<file path="src/rtl/sfifo_param.sv">
// sfifo_param: parametrised single-clock FIFO with occupancy count,
// almost-full/empty flags, read-valid strobe and sticky error flags.
//
// Ports:
//   CLK, RSTn        clock, async active-low reset
//   write, read      access requests (guarded when full/empty)
//   clr_err          sync clear of overflow/underflow
//   iData / oData    write data / registered read data
//   oValid           oData refreshed by last cycle's read
//   full, empty      occupancy extremes
//   almost_full      count >= AF_LEVEL
//   almost_empty     count <= AE_LEVEL
//   count            occupancy 0..DEPTH
//   overflow         sticky: a write was rejected
//   underflow        sticky: a read was rejected
module sfifo_param #(
  parameter int DWIDTH   = 8,
  parameter int AWIDTH   = 4,
  parameter int AF_LEVEL = 12,
  parameter int AE_LEVEL = 2
) (
  input  logic              CLK,
  input  logic              RSTn,
  input  logic              write,
  input  logic              read,
  input  logic              clr_err,
  input  logic [DWIDTH-1:0] iData,
  output logic [DWIDTH-1:0] oData,
  output logic              oValid,
  output logic              full,
  output logic              empty,
  output logic              almost_full,
  output logic              almost_empty,
  output logic [AWIDTH:0]   count,
  output logic              overflow,
  output logic              underflow
);

  localparam int DEPTH = 1 << AWIDTH;

  localparam logic [AWIDTH:0] DEPTH_V =
    {1'b1, {AWIDTH{1'b0}}};
  localparam logic [AWIDTH:0] AF_V = AF_LEVEL[AWIDTH:0];
  localparam logic [AWIDTH:0] AE_V = AE_LEVEL[AWIDTH:0];

  logic [DWIDTH-1:0] mem [DEPTH];

  logic [AWIDTH:0]   wp_q, wp_d;
  logic [AWIDTH:0]   rp_q, rp_d;
  logic [DWIDTH-1:0] odata_q, odata_d;
  logic              ovalid_q, ovalid_d;
  logic              ovf_q, ovf_d;
  logic              udf_q, udf_d;

  logic [AWIDTH:0]   cnt;
  logic              rd_acc;
  logic              wr_acc;

  // Extra pointer MSB distinguishes full from empty.
  assign cnt = wp_q - rp_q;

  assign count        = cnt;
  assign full         = (cnt == DEPTH_V);
  assign empty        = (cnt == '0);
  assign almost_full  = (cnt >= AF_V);
  assign almost_empty = (cnt <= AE_V);

  assign rd_acc = read & ~empty;
  // A full FIFO can still take a word if a slot frees this cycle.
  assign wr_acc = write & (~full | rd_acc);

  always_comb begin
    wp_d     = wp_q;
    rp_d     = rp_q;
    odata_d  = odata_q;
    ovalid_d = 1'b0;
    if (wr_acc) wp_d = wp_q + 1'b1;
    if (rd_acc) begin
      rp_d     = rp_q + 1'b1;
      odata_d  = mem[rp_q[AWIDTH-1:0]];
      ovalid_d = 1'b1;
    end
    // A new error in the same cycle as clr_err must survive.
    ovf_d = (write & ~wr_acc) | (ovf_q & ~clr_err);
    udf_d = (read & ~rd_acc) | (udf_q & ~clr_err);
  end

  always_ff @(posedge CLK or negedge RSTn) begin
    if (!RSTn) begin
      wp_q     <= '0;
      rp_q     <= '0;
      odata_q  <= '0;
      ovalid_q <= 1'b0;
      ovf_q    <= 1'b0;
      udf_q    <= 1'b0;
    end else begin
      wp_q     <= wp_d;
      rp_q     <= rp_d;
      odata_q  <= odata_d;
      ovalid_q <= ovalid_d;
      ovf_q    <= ovf_d;
      udf_q    <= udf_d;
    end
  end

  // Storage is deliberately not reset.
  always_ff @(posedge CLK) begin
    if (wr_acc) mem[wp_q[AWIDTH-1:0]] <= iData;
  end

  assign oData     = odata_q;
  assign oValid    = ovalid_q;
  assign overflow  = ovf_q;
  assign underflow = udf_q;

endmodule

</file>
<file path="config.mk">
export PLATFORM = sky130hd
export DESIGN_NAME = sfifo_param
export DESIGN_NICKNAME = d
export VERILOG_FILES = /design/src/rtl/sfifo_param.sv
export SDC_FILE = /design/constraint.sdc
export NUM_CORES = 1
export LEC_CHECK = 0
export BUFFER_PORTS_ARGS = -buffer_cell sky130_fd_sc_hd__buf_2
export CAP_MARGIN = 10
export CORE_ASPECT_RATIO = 0.8
export CORE_UTILIZATION = 45
export DETAILED_ROUTE_END_ITERATION = 8
export GPL_TIMING_DRIVEN = 0
export PLACE_DENSITY = 0.67
export SLEW_MARGIN = 20
export SYNTH_ARGS = -nofsm -noshare
export SYNTH_HDL_FRONTEND = slang
export SYNTH_SLANG_ARGS = --single-unit
</file>
<file path="constraint.sdc">
create_clock -name CLK -period 8.2 [get_ports CLK]
set_input_delay 0.82 -clock CLK [delete_from_list [all_inputs] [get_ports CLK]]
set_output_delay 0.82 -clock CLK [all_outputs]
set_load 0.005 [all_outputs]
</file>
==> impl_metrics.ini, run 1 <==
[place]
place.gp.congestion = 0.840
dp_slack_ns = 4.29
portBuffers = 32
dpl.hpwl_um = 8280
dp_cells = 530

[floorplan]
rows = 37
die_h_um = 106
initial_utilization_pct = 46.6
num_io_pins = 33
die_area_mm2 = 0.0139
die_w_um = 132
core_mm2 = 0.0130

[critical_path]
crit_path_frequent_cell = buf_2
cp_data_required_time_ns = 7.38
path_delay_family = buffers and inverters
crit_slowest_cell = buf_1
crit_chain = clkbuf_1 -> buf_1 -> inv_1 -> ha_1 -> nand3b_1 -> nand2_1 -> mux2i_1 -> buf_2 -> nor2_1 -> buf_2
cp_num_buf_inv = 5
path_max_fanout = 10
arrival_ns = 3.35
slowest_delay_ns = 0.56
worst-setup-path-type = reg -> out
startpoint_type = register
critical_path.endpoint_type = primary output

[finish]
n_antenna_cell = 0
nFillCells = 1022
fin_nets = 397
synthToLayoutAreaGrowth_pct = 15.6
drive_gt1_share_pct = 28.9
fin_cells = 562

[timing]
fmax_ghz = 0.240
final_hold_viol_count = 0
setup_tns_ns = 0
slew_headroom_pct = 43.5
fin_skew_ns = 0.00870
period_minus_slack_ns = 4.17
fin_crit_sh_pct = 50.8
whs_ns = 0.350
rsz0062_at_grt = no
slew_violations = 0
fin_ws_ns = 4.03
setup_violations = 0
worst-slew-pin-transition_ns = 0.845

[routing]
drcViolationCount = 0
via_count = 3155
vias_per_cell = 5.61
ant_nets = 0
drtIter0Drc = 273
dr.pass1.iters = 4
avgRoutedWirePerCell_um = 22.2
postRouteWirelength_um = 12500

[yosys]
synthArstFlopShare_pct = 14.1
postSynthAreaPerCell_um2 = 18.7
synth_edf_count = 128
synth_seq_cells = 149
yosysSeqAreaShare_pct = 72.3
ys_dominant_reg_cell = edfxtp_1
synth.distinct_cells = 37
synth_fp_nets = 346
syn_inst = 323
syn_area_mm2 = 0.00604
yosysWarnings = 0

[min_path]
min_path_type = in -> async

[clock_tree]
root_buffer = clkbuf_16
cts-hold-fix-buffers = 0
cts_sinks = 149
cts_buffer_depth = 2
cts_buffers = 17
clk_latency_ns = 0.42
clk_pin_slew_worst_paths_ns = 0.06
htree_levels = 4
cts_tree = done
cts_resized = 0
post_cts_buffers = 0

[grt]
overflow = 0
track_usage_pct = 19.7
grt_pass1_vias = 3134
grt_pass1_wl_um = 19100
antenna_found_initial = 0
grt_max_degree = 22

[pwr]
p_leak_uw = 0.00244
powerDensity_mw_per_mm2 = 388
irDropWorstVdd_mv = 0.173

[status]
status = completed

[job]
drv_cap = 0
==> power by group <==
part	switching, uW	leakage, uW	internal, uW
registers	57.0	0.00141	946
clock network	320	0.000253	392
logic	588	0.000779	406
==> stage by stage <==
| step | utilization [%] | instance area, um^2 | power (uW) |
|---|---|---|---|
| floorplan | - | 6040 | 1660 |
| global placement | 49.5 | 6420 | 1980 |
| detailed placement | 49.7 | 6440 | 2010 |
| CTS | 53.9 | 6990 | 2730 |
| global route | 53.9 | 6990 | 2850 |
| finish | 53.9 | 6990 | 2710 |
==> per-layer routing <==
metal | vias to the layer above | track usage [%] | routed length, um
met2 | 127 | 28.5 | 5740
met1 | 1618 | 28.7 | 5680
met5 | - | 0 | 0
met4 | 0 | 6.73 | 129
li1 | 1396 | - | -
met3 | 14 | 5.29 | 917
==> registers in the layout, summed over array words and instances (netlist names) <==
signal and flops:
oValid 1, mem 128, wp_q 5, overflow 1, rp_q 5, oData 8
underflow 1
==> cell families after synthesis <==
kind of cell | after synthesis | share of synthesized area, %
xor gates and xnor gates | 12 | 1.86
muxes | 43 | 14.0
AOI/OAI and AO/OA | 31 | 4.00
and+or+nand+nor | 53 | 3.89
adders and majority gates | 10 | 2.20
buffers and inverters | 25 | 1.78
DFF | 149 | 72.3
==> final timing paths <==
check	from	endpoint	slack [ns]	cells after the start
max	rp_q[1]	empty	4.03	10
min	RSTn	wp_q[0]	0.35	1
min in group CLK	oData[5]	oData[5]	0.49	1
min reg2reg	oData[5]	oData[5]	0.49	1
max reg2reg	rp_q[1]	mem[6][5]	4.24	10
max in group asynchronous	RSTn	oData[1]	7.51	1
==> placed cells by master (no fill, tap or decap), drive strengths merged <==
master	netlist	layout
and3	3	3
xnor2	9	9
buf	7	39
fa	1	1
nand3b	1	1
dfrtp	21	21
nand2b	1	1
xor2	3	3
a22o	2	2
mux2	10	10
nor2b	1	1
a22oi	16	16
o31ai	3	3
mux2i	1	1
nor4	1	1
a2111oi	1	1
mux4	32	32
o21ai	3	3
clkinvlp	0	5
a21oi	2	2
ha	9	9
edfxtp	128	128
o311ai	3	3
nor3	5	5
and4	1	1
nand2	15	15
nand3	5	5
inv	12	19
o211ai	1	1
clkinv	0	3
nor2	20	20
clkbuf	6	23
==> layout make-up <==
type	count	area, um^2	area share (%)
flip-flops and latches	149	4370	62.5
multi-input cells	149	1590	22.7
clock buffers	17	425	6.09
well taps	175	219	3.13
repair buffers	32	160	2.29
clock inverters	15	119	1.70
plain buffers	13	62.6	0.896
inverters	12	45.0	0.645
==> synthesized netlist by cell type (all sizes together), types with 5 or more instances <==
cell type | instances | area (um^2)
clkbuf | 6 | 22.5
mux4 | 32 | 721
ha | 9 | 113
nor2 | 20 | 75.1
nor3 | 5 | 25.0
a22oi | 16 | 120
nand3 | 5 | 25.0
edfxtp | 128 | 3840
inv | 12 | 45.0
dfrtp | 21 | 526
buf | 7 | 40.0
mux2 | 10 | 113
nand2 | 15 | 56.3
xnor2 | 9 | 78.8
Power figures use the tool's default switching activity.
==> run 2, diff against run 1 <==
- clock period: 8.2 -> 4.28 ns (I/O delays scaled with it)
==> impl_metrics.ini, run 2 (synthesis results as in run 1) <==
[grt]
antenna_found_initial = 0
grt_max_degree = 22
grt_pass1_wl_um = 19100
overflow = 0
track_usage_pct = 19.7
grt_pass1_vias = 3140

[pwr]
powerDensity_mw_per_mm2 = 742
total_power_uw = 5190
p_leak_uw = 0.00245
irDropWorstVdd_mv = 0.330

[timing]
fin_skew_ns = 0.0108
setup_violations = 0
final_hold_viol_count = 0
setup_tns_ns = 0
fin_crit_sh_pct = 92.0
slew_headroom_pct = 43.7
worst-slew-pin-transition_ns = 0.839
slew_violations = 0
fin_ws_ns = 0.341
rsz0062_at_grt = no
fmax_ghz = 0.254
period_minus_slack_ns = 3.94
whs_ns = 0.331

[critical_path]
reg2reg_to = mem[6][1]
arrival_ns = 3.98
crit_chain = clkbuf_1 -> buf_1 -> inv_1 -> ha_1 -> nand3b_1 -> nand2_1 -> mux2i_1 -> buf_2 -> o31ai_2 -> nor2_1
crit_slowest_cell = nor2_1
r2r-start = rp_q[1]
rrSetupSlack_ns = 0.34
worst-setup-path-type = reg -> reg
path_max_fanout = 10
startpoint_type = register
critical_path.endpoint_type = register
slowest_delay_ns = 0.69
reg2regPathDepth = 10
cp_data_required_time_ns = 4.32

[job]
drv_cap = 0

[clock_tree]
cts_sinks = 149
cts_buffers = 17
cts_tree = done
clk_latency_ns = 0.42
htree_levels = 4
clk_pin_slew_worst_paths_ns = 0.06
cts_buffer_depth = 2
root_buffer = clkbuf_16
cts_resized = 0

[min_path]
min_to = underflow
min_path_type = in -> reg
whs_path_depth = 3
worstHoldStart = clr_err

[routing]
ant_nets = 0
drcViolationCount = 0
via_count = 3128
vias_per_cell = 5.56
dr.pass1.iters = 4
postRouteWirelength_um = 12500
drtIter0Drc = 215
avgRoutedWirePerCell_um = 22.1

[finish]
fin_nets = 398
mostFrequentLayoutCells = edfxtp_1 (128), buf_2 (37), mux4_2 (32)
largest_reg_flops = 128
drive_gt1_share_pct = 28.9
nFillCells = 1023
n_antenna_cell = 0
fin_cells = 563
final_common_cell = edfxtp_1
synthToLayoutAreaGrowth_pct = 15.8

[place]
portBuffers = 32
dpl.hpwl_um = 8280
place.gp.congestion = 0.840
dp_slack_ns = 0.366
dp_cells = 530

[floorplan]
die_w_um = 132
die_h_um = 106
initial_utilization_pct = 46.6
die_area_mm2 = 0.0139
core_mm2 = 0.0130
num_io_pins = 33
rows = 37

[status]
status = completed
run 2: cell count changes in the layout (fill, tap and decap cells not counted):
cell	previous run	this run
dlygate4sd3_1	0	1
run 2: through the flow:
step	instance area [um^2]	utilization (%)
2_1_floorplan	6040	-
3_3_place_gp	6420	49.5
3_5_place_dp	6440	49.7
4_1_cts	7000	54.0
5_1_grt	7000	54.0
6_report	7000	54.0
run 2: area by class of cell:
| type | count | area [um^2] | area share [%] |
|---|---|---|---|
| Multi-Input combinational cell | 149 | 1590 | 22.7 |
| Clock inverter | 15 | 119 | 1.70 |
| Clock buffer | 17 | 425 | 6.08 |
| Tap cell | 175 | 219 | 3.13 |
| Timing Repair Buffer | 33 | 170 | 2.43 |
| Sequential cell | 149 | 4370 | 62.5 |
| Buffer | 13 | 62.6 | 0.894 |
| Inverter | 12 | 45.0 | 0.644 |
run 2: worst max-delay path by stage:
stage                  from         end  slack (ns)
floorplan           rp_q[1]   mem[4][0]        1.10
global placement    rp_q[1]   mem[4][6]        0.03
detailed placement  rp_q[1]   mem[4][6]        0.37
CTS                 rp_q[1]  mem[13][5]        0.29
global route        rp_q[1]  mem[13][7]        0.09
finish              rp_q[1]   mem[6][1]        0.34
run 2: per-layer routing:
metal | vias up | global-route usage, % | wire length, um
met5 | - | 0 | 0
met3 | 13 | 5.29 | 919
met1 | 1600 | 28.7 | 5760
met4 | 0 | 6.73 | 126
met2 | 120 | 28.5 | 5650
li1 | 1395 | - | -
run 2: repair_timing:
action | in CTS | in global routing
endpoints found under the hold margin | 21 | 0
hold buffers | 1 | 0
buffers inserted | 0 | 0
run 2: power by group:
part           switching [uW]  total [uW]  internal (uW)
registers                 109        1920           1810
logic                    1120        1900            777
clock network             613        1370            752
run 2: worst max-delay path, delay by kind of cell (launching register included):
family / cells / cell delay, ns
multiplexers: 1 / 0.42
AND/OR/NAND/NOR: 3 / 0.87
adder cells (fa/ha/maj): 1 / 0.30
flip-flops: 1 / 0.40
buffers and inverters: 4 / 1.39
AO/OA/AOI/OAI: 1 / 0.16
